===== src/rtl/stoch_pkg.sv =====
// Purpose : shared types/constants for the stochastic-computing datapath.
// Latency : n/a (package only).
// Backpressure: n/a (package only).
// Build macro: SCALE_EN selects the scaled output width in out_w().
package stoch_pkg;

    // Window-counter FSM state, 2-bit encoding.
    typedef enum logic [1:0] {
        ST_IDLE = 2'd0,
        ST_RUN  = 2'd1,
        ST_DONE = 2'd2
    } state_t;

    // Default log2 fan-in of the upstream mux adder.
    localparam int LOGINUM_DEF = 4;

    // Width of the published count. In raw mode the fan-in term has no
    // effect; it is multiplied by zero so the argument is still consumed.
    function automatic int out_w(input int win_log, input int loginum);
`ifdef SCALE_EN
        return win_log + 1 + loginum;
`else
        return win_log + 1 + (0 * loginum);
`endif
    endfunction

endpackage


===== src/rtl/sc_win_cnt.sv =====
// Purpose : WIN_LOG-bit enabled sample counter for one counting window.
// Latency : count updates on the edge after i_en; o_last_sample is combinational.
// Backpressure: none; counts every enabled cycle, i_clr has priority.
// Ports   : clk, rst_n (async, active low), i_clr (sync clear), i_en (count
//           enable), i_in_en (raw sample qualifier), o_win (current count),
//           o_last_sample (i_in_en while the counter is all-ones).
module sc_win_cnt #(
    parameter int WIN_LOG = 8
) (
    input  logic               clk,
    input  logic               rst_n,
    input  logic               i_clr,
    input  logic               i_en,
    input  logic               i_in_en,
    output logic [WIN_LOG-1:0] o_win,
    output logic               o_last_sample
);

    logic [WIN_LOG-1:0] r_win;

    always_ff @(posedge clk or negedge rst_n) begin
        if (!rst_n) begin
            r_win <= '0;
        end else if (i_clr) begin
            r_win <= '0;
        end else if (i_en) begin
            // Wraps to zero naturally after the last sample of a window.
            r_win <= r_win + WIN_LOG'(1);
        end
    end

    assign o_win         = r_win;
    assign o_last_sample = i_in_en & (&r_win);

endmodule


===== src/rtl/sc_bitstream_count.sv =====
// Purpose : counts ones of a stochastic bitstream over 2^WIN_LOG enabled samples.
// Latency : out_vld pulses the cycle after the last counted sample (>= 2^WIN_LOG+1 from start).
// Backpressure: none; in_en low stretches the window, abort cancels it.
// Ports   : clk, rst_n (async, active low), start, abort, in_en, in_bit in;
//           busy (window running), out_cnt (last count), out_vld (1-cycle pulse) out.
// Build macro: SCALE_EN shifts the count left by LOGINUM to undo the adder scaling.
module sc_bitstream_count
    import stoch_pkg::*;
#(
    parameter int WIN_LOG = 8,
    parameter int LOGINUM = LOGINUM_DEF
) (
    input  logic                                clk,
    input  logic                                rst_n,
    input  logic                                start,
    input  logic                                abort,
    input  logic                                in_en,
    input  logic                                in_bit,
    output logic                                busy,
    output logic [out_w(WIN_LOG, LOGINUM)-1:0]  out_cnt,
    output logic                                out_vld
);

    localparam int OUT_W = out_w(WIN_LOG, LOGINUM);

    state_t             r_state;
    state_t             w_state_nxt;
    logic [WIN_LOG:0]   r_acc;
    logic [OUT_W-1:0]   r_out_cnt;
    logic               r_out_vld;

    logic               w_run;
    logic               w_clr;
    logic               w_cnt_en;
    logic               w_last_raw;
    logic               w_last;
    logic [WIN_LOG:0]   w_sum;
    logic [WIN_LOG-1:0] w_win;

    assign w_run = (r_state == ST_RUN);

    // Clear on window launch (from IDLE or DONE) and on abort while running.
    assign w_clr = (start & ((r_state == ST_IDLE) | (r_state == ST_DONE)))
                 | (w_run & abort);

    assign w_cnt_en = w_run & in_en;

    sc_win_cnt #(
        .WIN_LOG (WIN_LOG)
    ) u_win_cnt (
        .clk           (clk),
        .rst_n         (rst_n),
        .i_clr         (w_clr),
        .i_en          (w_cnt_en),
        .i_in_en       (in_en),
        .o_win         (w_win),
        .o_last_sample (w_last_raw)
    );

    // Abort beats a coincident last sample: no result is published.
    assign w_last = w_run & w_last_raw & ~abort;

    assign w_sum = r_acc + {{WIN_LOG{1'b0}}, in_bit};

    always_comb begin
        w_state_nxt = r_state;
        case (r_state)
            ST_IDLE: if (start) w_state_nxt = ST_RUN;
            ST_RUN: begin
                if (abort)       w_state_nxt = ST_IDLE;
                else if (w_last) w_state_nxt = ST_DONE;
            end
            ST_DONE: w_state_nxt = start ? ST_RUN : ST_IDLE;
            default: w_state_nxt = ST_IDLE;
        endcase
    end

    always_ff @(posedge clk or negedge rst_n) begin
        if (!rst_n) begin
            r_state   <= ST_IDLE;
            r_acc     <= '0;
            r_out_cnt <= '0;
            r_out_vld <= 1'b0;
        end else begin
            r_state   <= w_state_nxt;
            r_out_vld <= w_last;
            if (w_clr) begin
                r_acc <= '0;
            end else if (w_cnt_en) begin
                r_acc <= w_sum;
            end
            if (w_last) begin
`ifdef SCALE_EN
                r_out_cnt <= {w_sum, {LOGINUM{1'b0}}};
`else
                r_out_cnt <= w_sum;
`endif
            end
        end
    end

    assign busy    = w_run;
    assign out_cnt = r_out_cnt;
    assign out_vld = r_out_vld;

    // The window index is only consumed through last_sample here.
    logic w_unused_win;
    assign w_unused_win = ^w_win;

endmodule


===== config.mk =====
export PLATFORM = sky130hd
export DESIGN_NAME = sc_bitstream_count
export DESIGN_NICKNAME = d
export VERILOG_FILES = /design/src/rtl/stoch_pkg.sv /design/src/rtl/sc_win_cnt.sv /design/src/rtl/sc_bitstream_count.sv
export SDC_FILE = /design/constraint.sdc
export NUM_CORES = 1
export LEC_CHECK = 0
export ABC_CLOCK_PERIOD_IN_PS = 4800
export CAP_MARGIN = 20
export CORE_MARGIN = 1
export CORE_UTILIZATION = 58
export DETAILED_ROUTE_END_ITERATION = 8
export HOLD_SLACK_MARGIN = 0.06
export PLACE_DENSITY_LB_ADDON = 0.1
export SLEW_MARGIN = 20
export SYNTH_ARGS = -nofsm -noshare
export SYNTH_HDL_FRONTEND = slang
export SYNTH_SLANG_ARGS = --single-unit

===== constraint.sdc =====
create_clock -name clk -period 4.8 [get_ports clk]
set_input_delay 0.72 -clock clk [delete_from_list [all_inputs] [get_ports clk]]
set_output_delay 0.72 -clock clk [all_outputs]
set_load 0.02 [all_outputs]

======== Word-level counts from Yosys, hierarchy flattened ========
Index checks and enable logic that the tools add are counted.
word-level totals
  flip-flop bits (word level) ............. 29
  word-level logic and storage cells ...... 33
  input bits .............................. 6
cells by class
  bitwise logic cells ..................... 9
  reductions and logical operators ........ 4
  equal/unequal tests ..................... 4
  $add $sub $neg .......................... 2
  muxes and demuxes ....................... 9
operators with widths
  cell                                                                      count
  9-bit 2-to-1 mux                                                          2
  8-bit 2-to-1 mux                                                          2
  9-bit by 1-bit adder with 9-bit output                                    1
  8-bit by 1-bit adder with 8-bit output (second input constant)            1
  8-bit AND reduction                                                       1
  1-bit bitwise AND                                                         6
  2-bit 2-to-1 mux                                                          3
  2-bit case mux with 3 select lines                                        1
  3-bit by 2-bit inequality test with 1-bit output (second input constant)  1
  2-bit by 1-bit == test with 1-bit output (second input constant)          1
  2-bit == test (second input constant)                                     1
  2-bit logical NOT                                                         1
  2-bit inequality test (second input constant)                             1
  1-bit OR                                                                  2
  2-bit AND reduction                                                       1
  2-bit nonzero test                                                        1
  1-bit 2-to-1 mux                                                          1
  1-bit NOT                                                                 1

======== Longest topological paths before layout ========
  word-level depth ........................ 7
  depth in mapped cells ................... 6
  depth with buffers taken out ............ 6

======== Hierarchy ========
A second synthesis with hierarchy kept.
second synthesis, totals
  cell total of the unflattened synthesis .. 137
  area, all modules ....................... 1,443.9 µm²
modules (own cells, without submodules)
  module              area each (µm²)  cells each  times used  seq. area each (µm²)
  sc_bitstream_count  1,046.0          98          1           525.5
  sc_win_cnt          397.9            39          1           200.2

======== Least setup slack after synthesis ========
No wires, ideal clock.
  path type ............................... input to register
  start point ............................. input port in_en
  end point ............................... register r_out_cnt[0] (netlist: out_cnt[0])
  arrival ................................. 1,806 ps
  cell stages on the path ................. 5
  setup time .............................. 125 ps
  setup slack ............................. 2,870 ps
  cells stage by stage .................... and3b_1 -> buf_6 -> nand4_4 -> nor3_4 -> mux2_2
on the way
  cells in the longest elaborated chain, start to end .. 3
ends and longest elaborated chain
  item                            RTL line                  source
  start: declaration              sc_bitstream_count.sv:17  input logic in_en,
  1-bit bitwise AND               sc_win_cnt.sv:33          assign o_last_sample = i_in_en & (&r_win);
  1-bit bitwise AND (2 in a row)  sc_bitstream_count.sv:61  assign w_last = w_run & w_last_raw & ~abort;
  end signal: assignment          sc_bitstream_count.sv:96  r_out_cnt <= w_sum;
  end: declaration                sc_bitstream_count.sv:29  logic [OUT_W-1:0] r_out_cnt;
Every way passes these cells.
A chain may end at the register's enable or synchronous reset.

======== Worst setup path after layout ========
Same ends and word-level chain as after synthesis.

==> summary.md <==
| Metric | Value |
|---|---|
| Status | completed |
| EDFF count, synth | 0 |
| Post-route ant nets | 0 |
| Final slew viol count | 0 |
| Setup Buffers After CTS | 0 |
| Clock Latency Late Sink | 0.33 ns |
| R2R setup slack | 2.80 ns |
| Critical Path AT | roughly 2.6 ns |
| Post-synth net total | 143 |
| Residual DRC | 0 |
| Post-synth cell types | 22 |
| Critical-path cell with the highest stage delay | clkdlybuf4s50_1 |
| GRT overflow | 0 |
| Largest area contributor in the netlist | dfrtp_1 |
| Worst hold start | r_state[1]$_DFFE_PN0P_ |
| Post-Syn Instances | approximately 130 |
| Starting Density | a little over three fifths |
| IO buf count | 16 |
| Largest net degree at the start of global routing | 30 |
| Non-filler cells, final | 182 |
| Setup TNS | 0 ns |
| Final Skew | 0.01108 ns |
| Via count | approximately 1000 |
| Total CTS buffers | 5 |
| Power Dens Cells | 302.5 nW/um2 |
| Vias per inst | 5.571 |
| Rel. slew slack | slightly below 60% |
| CP bufs+invs | 1 |
| Core Box Area | about 2300 um2 |
| Sink of the worst hold path | r_state[0]$_DFFE_PN0P_ |
| Die W | 51.35 um |
| Minimum clock period | 2.419 ns |
| Worst Tran Pin Value | 0.6066 ns |
| CTS root buf | clkbuf_4 |
| Clock Power Share | between 40% and 50% |
| Critical Path, Cell by Cell | clkdlybuf4s50_1 > and3b_1 > nand4_4 > nor3_4 > mux2_2 |
| Final HPWL DP | 1.765 mm |
| Syn_area_per_cell | 10.54 um2 |
| Crit path kind | primary input to register |
| FF-to-FF Start | r_state[1]$_DFFE_PN0P_ |
| Clk sinks | 29 |
| Final setup fails | 0 |
| WP data required | 5.01 ns |
| RD Place Congestion | 0.8013 |
| Cts hold-fix bufs | 0 |
| H-tree depth | 2 |
| Max_cap viols | 0 |
| Area contributors post-synth | dfrtp_1 51%, xnor2_1 7.4%, mux2_2 7.2% |
| Post-Syn Area | 1413 um2 |
| Crit Path Max Fanout | 10 |
| Leak Pwr | roughly 0.77 nW |
| Count leader, synth | dfrtp_1 |
| Longest Clk Path Bufs | 2 |
| Synth warn | 0 |
| Number of global-route vias before repair | around 1000 |
| Die Span Y | 51.35 um |
| Placed cell count | 174 |
| First-pass GRT wire length | 4.491 mm |
| Sequential area share after synthesis | 51.37% |
| Crit path largest cell delay | roughly 0.48 ns |
| RR Endpoint | out_cnt[0]$_DFFE_PN0P_ |
| Net Sw Frac | 23.21% |
| Most frequent cells after synthesis | 29 x dfrtp_1, 21 x nor2_1, 16 x nand2_1 |
| Gate power share | 8.6% |
| RSZ-0062 raised after global routing | false |
| Crit. End Element | register |
| P&R area growth vs syn | 18.51% |
| Post-synth top area share | between 50 and 60% |
| CP delay by family, top | simple AND/OR/NAND/NOR gates |
| Final period utilization | about half |
| Sw power | 0.1176 mW |
| Drt initial violations | 9 |
| Flop pwr share | 50.4% |
| Die area | 2637 um2 |
| Hold Crit Depth | 1 |
| Total Wirelength | 2.582 mm |
| ANT cells | 0 |
| Global-route usage over all layers | approximately 24% |
| FMAX | 413.4 MHz |
| Worst Hold Class | register to register |
| Initial antenna violation count | 0 |
| Number of core rows | 17 |
| Ys flop type | dfrtp_1 |
| Final Core Density | 74.25% |
| Asr flop ratio synth | 100.0% |
| Pwr Total | just over 0.5 mW |
| Clock-pin slew on the worst setup and hold paths | 0.08 ns |
| Peak supply drop | 0.2901 mV |
| # fillers | 172 |
| CTS tree | done |
| Resized Gates After CTS | 0 |
| Fin. Hold Viols | 0 |
| R2R depth | 4 |
| Int Pwr | 0.3889 mW |
| Synth Register Bits | 29 |
| Nets | 162 |
| Drt pass-1 iters | 4 |
| Crit start category | primary input |
| Drt wl/cell | 14.19 um |
| Boundary pin count | 17 |
| Share of layout cells above drive strength 1 | approximately an eighth |
## layout by cell type, fill, tap and decap left out, drive strengths merged
| cell type | count |
|---|---|
| dfrtp | 29 |
| nor2 | 21 |
| nand2 | 16 |
| clkdlybuf4s50 | 16 |
| xnor2 | 12 |
| xor2 | 9 |
| mux2 | 9 |
| clkbuf | 7 |
| nand3 | 5 |
| nor3 | 5 |
| nand4 | 5 |
| nor4 | 4 |
| inv | 3 |
| a21oi | 3 |
| ha | 3 |
| and2b | 1 |
| and3b | 1 |
| and3 | 1 |
| nand3b | 1 |
| o41ai | 1 |
| bufinv | 1 |
| buf | 1 |
## kinds of logic (layout without fill, tap and decap cells)
logic type                 after synthesis  in the layout  share of synthesized area, %
AOI/OAI and AO/OA                        4              4                         1.683
xor gates and xnor gates                21             21                         13.02
adders and majority gates                3              3                         2.658
buffers and inverters                    8             28                         2.657
DFF                                     29             29                         51.37
muxes                                    9              9                         7.175
and+or+nand+nor                         60             60                         21.44
## power groups by stage
stage               clock network [mW]  registers, mW  logic [mW]
floorplan                            0          0.259      0.0267
global placement                     0          0.259      0.0419
detailed placement                   0          0.260      0.0432
CTS                              0.212          0.255      0.0437
global route                     0.221          0.256      0.0496
finish                           0.208          0.255      0.0435
## sequential cells by signal (all words and copies together) (netlist names)
name / flops
out_cnt: 9
out_vld: 1
r_acc: 9
r_state: 2
u_win_cnt.o_win: 8
## worst max-delay path by stage
| stage | depth (start not counted) | slack (ns) | to | startpoint |
|---|---|---|---|---|
| 4_1_cts | 5 | 2.37 | out_cnt[0]$_DFFE_PN0P_ | in_en |
| 3_5_place_dp | 5 | 2.04 | out_cnt[0]$_DFFE_PN0P_ | in_en |
| 5_1_grt | 5 | 2.30 | out_cnt[1]$_DFFE_PN0P_ | in_en |
| 2_1_floorplan | 5 | 2.87 | out_cnt[0]$_DFFE_PN0P_ | in_en |
| 3_3_place_gp | 5 | 2.11 | out_cnt[3]$_DFFE_PN0P_ | in_en |
| 6_report | 5 | 2.38 | out_cnt[0]$_DFFE_PN0P_ | in_en |
## per-stage QoR
stage	cell area, um2	setup WS, ns	hold slack (ns)
final	1674	2.381	0.5127
after global routing	1674	2.300	0.5286
after CTS	1674	2.372	0.5124
after detailed placement	1589	2.041	0.4904
after global placement	1589	2.108	0.4886
after floorplan	1413	2.870	0.4244
## final cells by class
class | instances | area (um2) | share of cell area, %
tap | 28 | 35.03 | 2.093
clock buffer | 7 | 55.05 | 3.288
sequential | 29 | 725.7 | 43.35
timing repair buffer | 17 | 167.7 | 10.01
inverter | 3 | 11.26 | 0.6726
clock inverter | 1 | 30.03 | 1.794
multi-input combinational | 97 | 649.4 | 38.79
## routing by layer
layer	global-route usage [%]	routed length [um]	vias up
met5	0	0	-
li1	-	-	485
met2	39.47	1238	18
met1	28.99	1195	503
met3	7.143	98	8
met4	10.81	48	0
Note: power is estimated with default switching activity, not from simulation.
